File: config.mk
export PLATFORM = sky130hd
export DESIGN_NAME = pueo_command_encoder_mux
export DESIGN_NICKNAME = d
export VERILOG_FILES = /design/src/rtl/pueo_command_pkg.sv /design/src/rtl/pueo_rr_arbiter.sv /design/src/rtl/pueo_command_encoder_mux.sv
export SDC_FILE = /design/constraint.sdc
export NUM_CORES = 1
export LEC_CHECK = 0
export CAP_MARGIN = 30
export CELL_PAD_IN_SITES_DETAIL_PLACEMENT = 0
export CELL_PAD_IN_SITES_GLOBAL_PLACEMENT = 1
export CORE_MARGIN = 2
export CORE_UTILIZATION = 29
export CTS_CLUSTER_DIAMETER = 120
export DETAILED_ROUTE_END_ITERATION = 8
export GPL_ROUTABILITY_DRIVEN = 0
export PLACE_DENSITY_LB_ADDON = 0.1
export SKIP_CTS_REPAIR_TIMING = 1
export SLEW_MARGIN = 15
export SYNTH_ARGS = -nofsm -noshare
export SYNTH_HDL_FRONTEND = slang
export SYNTH_SLANG_ARGS = --single-unit
File: constraint.sdc
create_clock -name sysclk_i -period 1.94 [get_ports sysclk_i]
set_clock_uncertainty 0.1 [all_clocks]
set_input_delay 0.582 -clock sysclk_i [delete_from_list [all_inputs] [get_ports sysclk_i]]
set_output_delay 0.582 -clock sysclk_i [all_outputs]
set_load 0.1 [all_outputs]
File: src/rtl/pueo_command_pkg.sv
// Shared constants and payload types for the PUEO per-frame command word.
// Word layout: {type[3:0], data[11:0], trig[15:0]}.
package pueo_command_pkg;

  localparam int unsigned CMD_W  = 32;
  localparam int unsigned TYPE_W = 4;
  localparam int unsigned DATA_W = 12;
  localparam int unsigned TRIG_W = 16;
  localparam int unsigned BYTE_W = 8;
  localparam int unsigned DEST_W = 4;

  localparam logic [TYPE_W-1:0] CMDTYPE_BIT     = 4'b0000;
  localparam logic [TYPE_W-1:0] CMDTYPE_CMD     = 4'b0001;
  localparam logic [TYPE_W-1:0] CMDTYPE_CMDLAST = 4'b0101;
  localparam logic [TYPE_W-1:0] CMDTYPE_NOP     = 4'b1010;

  typedef struct packed {
    logic [TYPE_W-1:0] ctype;
    logic [DATA_W-1:0] data;
    logic [TRIG_W-1:0] trig;
  } cmd_word_t;

  localparam cmd_word_t CMD_NOP_WORD = '{ctype: CMDTYPE_NOP, data: '0, trig: '0};

  // Command-processor byte type: tlast selects the "last byte" flavour.
  function automatic logic [TYPE_W-1:0] cmd_type(input logic last);
    return last ? CMDTYPE_CMDLAST : CMDTYPE_CMD;
  endfunction

endpackage

File: src/rtl/pueo_rr_arbiter.sv
// Combinational round-robin arbiter: first requester strictly after the
// pointer (wrapping) wins.
// Ports: req_i (requests), ptr_i (last granted index), gnt_c_o (one-hot
// grant), idx_c_o (granted index), any_c_o (any request).
module pueo_rr_arbiter
  import pueo_command_pkg::*;
#(
  parameter int unsigned NSRC = 2,
  localparam int unsigned IDXW = (NSRC > 1) ? $clog2(NSRC) : 1
) (
  input  logic [NSRC-1:0] req_i,
  input  logic [IDXW-1:0] ptr_i,
  output logic [NSRC-1:0] gnt_c_o,
  output logic [IDXW-1:0] idx_c_o,
  output logic            any_c_o
);

  // Scan ptr+1 .. ptr+NSRC; the pointer itself is visited last.
  always_comb begin
    int unsigned cand;
    gnt_c_o = '0;
    idx_c_o = '0;
    any_c_o = 1'b0;
    cand    = 0;
    for (int unsigned off = 1; off <= NSRC; off++) begin
      cand = (32'(ptr_i) + off) % NSRC;
      if (!any_c_o && req_i[IDXW'(cand)]) begin
        any_c_o                = 1'b1;
        idx_c_o                = IDXW'(cand);
        gnt_c_o[IDXW'(cand)]   = 1'b1;
      end
    end
  end

endmodule

File: src/rtl/pueo_command_encoder_mux.sv
// Builds the 32-bit per-frame command word sent to the SURFs, arbitrating
// bit commands (highest priority), NSRC command-processor byte streams
// (round-robin) and the trigger stream (independent field).
// Ports: sysclk_i/rst_i (sync active-high), sysclk_phase_i (frame marker),
// command_o, bitcommand_i/bitcommand_ack, cmdproc_t* (per-source AXI-S
// bytes, one-hot tready pulse), trig_t* (trigger stream, tready pulse).
// Build option: PUEO_CMDENC_BITCMD_STICKY_EN latches bit-command pulses
// between captures so single-cycle requests are never lost.
module pueo_command_encoder_mux
  import pueo_command_pkg::*;
#(
  parameter int unsigned NPHASE        = 8,
  parameter int unsigned CAPTURE_PHASE = 5,
  parameter int unsigned NSRC          = 2
) (
  input  logic                   sysclk_i,
  input  logic                   rst_i,
  input  logic                   sysclk_phase_i,
  output logic [CMD_W-1:0]       command_o,
  input  logic [DATA_W-1:0]      bitcommand_i,
  output logic                   bitcommand_ack,
  input  logic [BYTE_W*NSRC-1:0] cmdproc_tdata,
  input  logic [DEST_W*NSRC-1:0] cmdproc_tuser,
  input  logic [NSRC-1:0]        cmdproc_tlast,
  input  logic [NSRC-1:0]        cmdproc_tvalid,
  output logic [NSRC-1:0]        cmdproc_tready,
  input  logic [TRIG_W-2:0]      trig_tdata,
  input  logic                   trig_tvalid,
  output logic                   trig_tready
);

  localparam int unsigned PHW  = (NPHASE > 1) ? $clog2(NPHASE) : 1;
  localparam int unsigned IDXW = (NSRC > 1) ? $clog2(NSRC) : 1;

  logic [PHW-1:0]    phase_q, phase_d;
  logic              capture_q, capture_d;
  cmd_word_t         cmd_q, cmd_d;
  logic              bitack_q, bitack_d;
  logic [NSRC-1:0]   tready_q, tready_d;
  logic              trigack_q, trigack_d;
  logic [IDXW-1:0]   ptr_q, ptr_d;

  logic [DATA_W-1:0] bitdata_c;
  logic [NSRC-1:0]   gnt_c;
  logic [IDXW-1:0]   gnt_idx_c;
  logic              gnt_any_c;
  int unsigned       sel_c;

  pueo_rr_arbiter #(.NSRC(NSRC)) u_arb (
    .req_i   (cmdproc_tvalid),
    .ptr_i   (ptr_q),
    .gnt_c_o (gnt_c),
    .idx_c_o (gnt_idx_c),
    .any_c_o (gnt_any_c)
  );

`ifdef PUEO_CMDENC_BITCMD_STICKY_EN
  logic [DATA_W-1:0] pending_q, pending_d;

  // Accumulate bit requests; cleared when they go out at capture.
  always_comb begin
    bitdata_c = pending_q | bitcommand_i;
    pending_d = bitdata_c;
    if (capture_q) pending_d = '0;
  end

  always_ff @(posedge sysclk_i) begin
    if (rst_i) pending_q <= '0;
    else       pending_q <= pending_d;
  end
`else
  assign bitdata_c = bitcommand_i;
`endif

  // Next-state: phase tracking, then priority encode on the capture cycle.
  always_comb begin
    phase_d   = sysclk_phase_i ? PHW'(1) : phase_q + PHW'(1);
    capture_d = (phase_q == PHW'(CAPTURE_PHASE));
    cmd_d     = cmd_q;
    bitack_d  = 1'b0;
    tready_d  = '0;
    trigack_d = 1'b0;
    ptr_d     = ptr_q;
    sel_c     = 32'(gnt_idx_c);
    if (capture_q) begin
      cmd_d.trig = {trig_tvalid, trig_tdata};
      trigack_d  = trig_tvalid;
      if (|bitdata_c) begin
        cmd_d.ctype = CMDTYPE_BIT;
        cmd_d.data  = bitdata_c;
        bitack_d    = 1'b1;
      end else if (gnt_any_c) begin
        cmd_d.ctype = cmd_type(cmdproc_tlast[gnt_idx_c]);
        cmd_d.data  = {cmdproc_tuser[sel_c*DEST_W +: DEST_W],
                       cmdproc_tdata[sel_c*BYTE_W +: BYTE_W]};
        tready_d    = gnt_c;
        ptr_d       = gnt_idx_c;
      end else begin
        cmd_d.ctype = CMDTYPE_NOP;
        cmd_d.data  = '0;
      end
    end
  end

  // State register; reset also drops any pulse that would have issued.
  always_ff @(posedge sysclk_i) begin
    if (rst_i) begin
      phase_q   <= '0;
      capture_q <= 1'b0;
      cmd_q     <= CMD_NOP_WORD;
      bitack_q  <= 1'b0;
      tready_q  <= '0;
      trigack_q <= 1'b0;
      ptr_q     <= IDXW'(NSRC - 1);
    end else begin
      phase_q   <= phase_d;
      capture_q <= capture_d;
      cmd_q     <= cmd_d;
      bitack_q  <= bitack_d;
      tready_q  <= tready_d;
      trigack_q <= trigack_d;
      ptr_q     <= ptr_d;
    end
  end

  assign command_o      = cmd_q;
  assign bitcommand_ack = bitack_q;
  assign cmdproc_tready = tready_q;
  assign trig_tready    = trigack_q;

endmodule

# Word level (Yosys, flattened, before mapping)
# Index checks and enable logic that the tools add are counted.
[classes] add_sub_neg=3 magnitude_cmp=5 n_eq_ne=1 shift=2 n_mux=21 n_bitwise=4 n_reduce_logical=9
[op_table] op="$mux 16" count=2
[op_table] op="$shiftx 16x5->8" count=1
[op_table] op="$reduce_or 15->1" count=1
[op_table] op="$mux 1" count=14
[op_table] op="$reduce_or 12->1" count=1
[op_table] op="$shiftx 8x4->4" count=1
[op_table] op="$lt 1x2->1 const B" count=3
[op_table] op="$mux 2" count=2
[op_table] op="$reduce_or 2->1" count=2
[op_table] op="$add 3x1->3 const B" count=1
[op_table] op="$eq 3x3->1 const B" count=1
[op_table] op="$logic_and 1x1->1" count=3
[op_table] op="$mux 3" count=1
[op_table] op="$not 1->1" count=3
[op_table] op="$reduce_and 3->1" count=1
[op_table] op="$add 1x1->1 const B" count=2
[op_table] op="$demux 1 s1" count=2
[op_table] op="$ge 1x1->1 const B" count=2
[op_table] op="$or 2x2->2" count=1
[op_table] op="$logic_not 1->1" count=1
[totals] ff_bits=41 inputBits=59 out_inout_bits=36 wordCells=55

# Longest topological paths before layout
[depth] ltp_word=12 depth_mapped=5 depth_no_buf=4

# By module
# From an unflattened synthesis, not the netlist that was laid out.
[unflattened] hier_cells=162 area_unflattened_um2=1765.4
[by_module_without_submodules] mod="pueo_command_encoder_mux" n_inst=1 cells_each=157 area_each_um2=1732.9 seq_area_each_um2=800.8
[by_module_without_submodules] mod="pueo_rr_arbiter" n_inst=1 cells_each=5 area_each_um2=32.5 seq_area_each_um2=0.0

# Worst setup path before layout
# Ideal clock, no wire load.
[synth_path] path_kind="reg-to-output" from="register command_o[29] (netlist name)" to="output port command_o[31]" arrival_ps=1373 t_required_ps=1258 slack_ps=-115 stages_incl_launch_ff=2 n_path_buf=1 path_cell_list="dfxtp_1 -> buf_4"
[synth_rtl] item="end: declaration" line_no="pueo_command_encoder_mux.sv:19" rtl="output logic [CMD_W-1:0] command_o,"

# Final worst setup path
[layout_path] from="input port bitcommand_i[3]" to="register cmd_q, in the netlist command_o[17]"
[layout_between] elab_chain_len=2
[layout_rtl] item="start: declaration" line_no="pueo_command_encoder_mux.sv:20" rtl="input logic [DATA_W-1:0] bitcommand_i,"
[layout_rtl] item="$reduce_or 12->1" line_no="pueo_command_encoder_mux.sv:88" rtl="if (|bitdata_c) begin"
[layout_rtl] item="$mux 16" line_no="pueo_command_encoder_mux.sv:88"
[layout_rtl] item="end signal: assignment" line_no="pueo_command_encoder_mux.sv:118" rtl="cmd_q <= cmd_d;"
[layout_rtl] item="end: declaration" line_no="pueo_command_encoder_mux.sv:37" rtl="cmd_word_t cmd_q, cmd_d;"
# No other way between the ends.
# A chain may end at the register's enable or synchronous reset.

==> flow_metrics.env <==
export IMPL_outcome="finished clean"
export IMPL_rr_worst_depth=4
export IMPL_seq_power_share_pct=50.4
export IMPL_dieArea_sq_um=7000
export IMPL_netlist_area_sq_um=1840
export IMPL_setup_tns_ns=0
export IMPL_grt_pass1_wl_um=8110
export IMPL_synth_top_area_cell="dfxtp_1"
export IMPL_crit_type="input port to flip-flop"
export IMPL_ant_nets=0
export IMPL_critical_path_top_delay_family="buffers and inverters"
export IMPL_routed_via_density=4.45
export IMPL_synthTopCellsByCount="40 x dfxtp_1, 40 x mux2i_1, 19 x nor2_1, 9 x or2_2, 8 x o31ai_2"
export IMPL_min_to="capture_q"
export IMPL_rr_endpoint="command_o[21]"
export IMPL_async_flop_share_pct=0
export IMPL_synthesis_nets=231
export IMPL_rows=29
export IMPL_die_h_um=83.7
export IMPL_cts_htree_levels=2
export IMPL_synth_area_leaders="dfxtp_1 44%, mux2i_1 22%, o31ai_2 5.4%"
export IMPL_drt_total_wl_um=4940
export IMPL_drt_initial_drc_count=46
export IMPL_power_frac_clock_pct=35.3
export IMPL_min_path_cells=2
export IMPL_ys_warnings_count=0
export IMPL_avgRoutedWirePerCell_um=13.9
export IMPL_path_buf_inv=2
export IMPL_critPathLaunchType="input port"
export IMPL_rsz0062_at_grt="no"
export IMPL_wl_met1_um=2150
export IMPL_min_path_type="flip-flop to flip-flop"
export IMPL_ff2ff_setup_slack_ns=0.59
export IMPL_diodes=0
export IMPL_ys_ff_latch=40
export IMPL_start_util_pct=29.5
export IMPL_power_density_nw_per_um2=475
export IMPL_grt_overflow=0
export IMPL_vias=1575
export IMPL_swShare_pct=23.3
export IMPL_met2_length_um=2370
export IMPL_cap_violations=0
export IMPL_wl_met3_um=361
export IMPL_yosysUniqueCellTypes=32
export IMPL_synthFlopType="dfxtp_1"
export IMPL_slew_headroom_pct=74.5
export IMPL_top_layer_used="met4"
export IMPL_fin_crit_ns=1.85
export IMPL_tightest_slew_ns=0.380
export IMPL_share_comb_of_total_power_pct=14.2
export IMPL_port_buffers=94
export IMPL_period_share_pct=95.4
export IMPL_p_leak_nw=1.26
export IMPL_ys_seq_area_share_pct=43.5
export IMPL_utilization_pct=55.4
export IMPL_core_area_sq_um=6240
export IMPL_crit_fanout=9
export IMPL_clkSlewWorstSetupHoldPaths_ns=0.08
export IMPL_p_sw_mw=0.383
export IMPL_tritoncts="built"
export IMPL_clockBufferDepth=2
export IMPL_min_from="phase_q[2]"
export IMPL_route_detailed_drc=0
export IMPL_grt_pass1_vias=1614
export IMPL_slowest_stage="clkdlybuf4s50_1"
export IMPL_root_buffer="clkbuf_8"
export IMPL_fmax_mhz=540
export IMPL_ir_drop_uv=384
export IMPL_area_growth_syn_to_layout_pct=87.7
export IMPL_path_cells="clkdlybuf4s50_1, nor4_4, nand3_4, buf_8, o31ai_1"
export IMPL_dpl_hpwl_um=3810
export IMPL_drive_gt1_share_pct=31.8
export IMPL_setup_violations_final=0
export IMPL_cp_required_ns=2.05
export IMPL_die_x_um=83.7
export IMPL_antenna_found_initial=0
export IMPL_internal_power_mw=1.26
export IMPL_fin_hold_ws_ns=0.342
export IMPL_fin_nets=337
export IMPL_grt_usage_pct=14.4
export IMPL_finalHoldViolations=0
export IMPL_arrival_ns=1.96
export IMPL_synthCells=170
export IMPL_dr_pass1_iters=4
export IMPL_cts_sinks=40
export IMPL_maxSlewViolCount=0
export IMPL_cp_end_kind="flip-flop"
export IMPL_slowest_delay_ns=0.46
export IMPL_boundaryPins=95
export IMPL_r2r_start="ptr_q"
export IMPL_synth_edf_count=0
export IMPL_avgSynthCellArea_sq_um=10.8
export IMPL_clk_latency_ns=0.29
export IMPL_synth_top_area_share_pct=43.5
export IMPL_numCtsBuffers=5
export IMPL_grt_max_degree=31
## flip-flops by register name (all words and copies together), names as in the netlist
signal and flops:
bitcommand_ack 1, trig_tready 1, ptr_q 1, phase_q 3, cmdproc_tready 2, capture_q 1, command_o 31
## cell families after synthesis
group | Yosys count | synth area share (%)
XOR/XNOR | 1 | 0.476
adder cells (fa/ha/maj) | 2 | 1.36
AO/OA/AOI/OAI | 24 | 12.3
buffers and inverters | 16 | 4.89
multiplexers | 40 | 21.8
flip-flops | 40 | 43.5
AND/OR/NAND/NOR | 47 | 15.7
## power by group through the flow
stage	Sequential [mW]	Combinational, mW	Clock, mW
after global placement	0.847	0.235	0
after detailed placement	0.847	0.236	0
after CTS	0.828	0.237	0.603
after floorplan	0.856	0.0556	0
after global routing	0.829	0.250	0.637
final	0.828	0.233	0.580
## worst max path at each step
stage,start,cells past startpoint,to
global route,bitcommand_i[3],5,command_o[20]
finish,bitcommand_i[3],5,command_o[17]
floorplan,command_o[29],1,command_o[31]
detailed placement,bitcommand_i[9],5,command_o[29]
global placement,bitcommand_i[9],5,command_o[29]
CTS,bitcommand_i[9],5,command_o[29]
## worst register-to-register path, stage by stage (launching register included)
cell and delay (ns):
dfxtp_1 0.37, a21boi_4 0.26, buf_12 0.17, mux2i_1 0.26
o31ai_2 0.08
## cells in the final DEF (no fill, tap or decap), drive strengths merged, types with 3 or more instances in the layout
cell,instances
nand2,4
o31ai,12
clkbuf,6
nor2,19
nor4,3
clkdlybuf4s50,55
a21oi,4
mux2i,40
nor3,3
buf,53
or2,12
inv,4
dlymetal6s2s,3
dfxtp,40
## layout make-up
class                   count  area, sq um
well taps                  77         96.3
flip-flops and latches     40          803
repair buffers            111         1490
multi-input cells         114          962
fillers                   553         2790
inverters                   4         15.0
clock buffers               6         82.6
clock inverters             2         10.0
## routing by layer
metal / up-vias / global-route usage (%)
met5: - / 0
met2: 53 / 23.2
met3: 5 / 5.24
li1: 810 / -
met4: 0 / 3.52
met1: 707 / 18.4
## per-stage QoR
step	instance area, sq um	total power [mW]	worst slack [ns]	cells
5_1_grt	3450	1.72	0.00549	354
3_5_place_dp	3330	1.08	-0.323	346
2_1_floorplan	1840	0.911	0.226	170
3_3_place_gp	3330	1.08	-0.252	346
4_1_cts	3420	1.67	-0.0173	354
6_report	3450	1.64	0.0886	354
(Power assumes the default switching activity.)
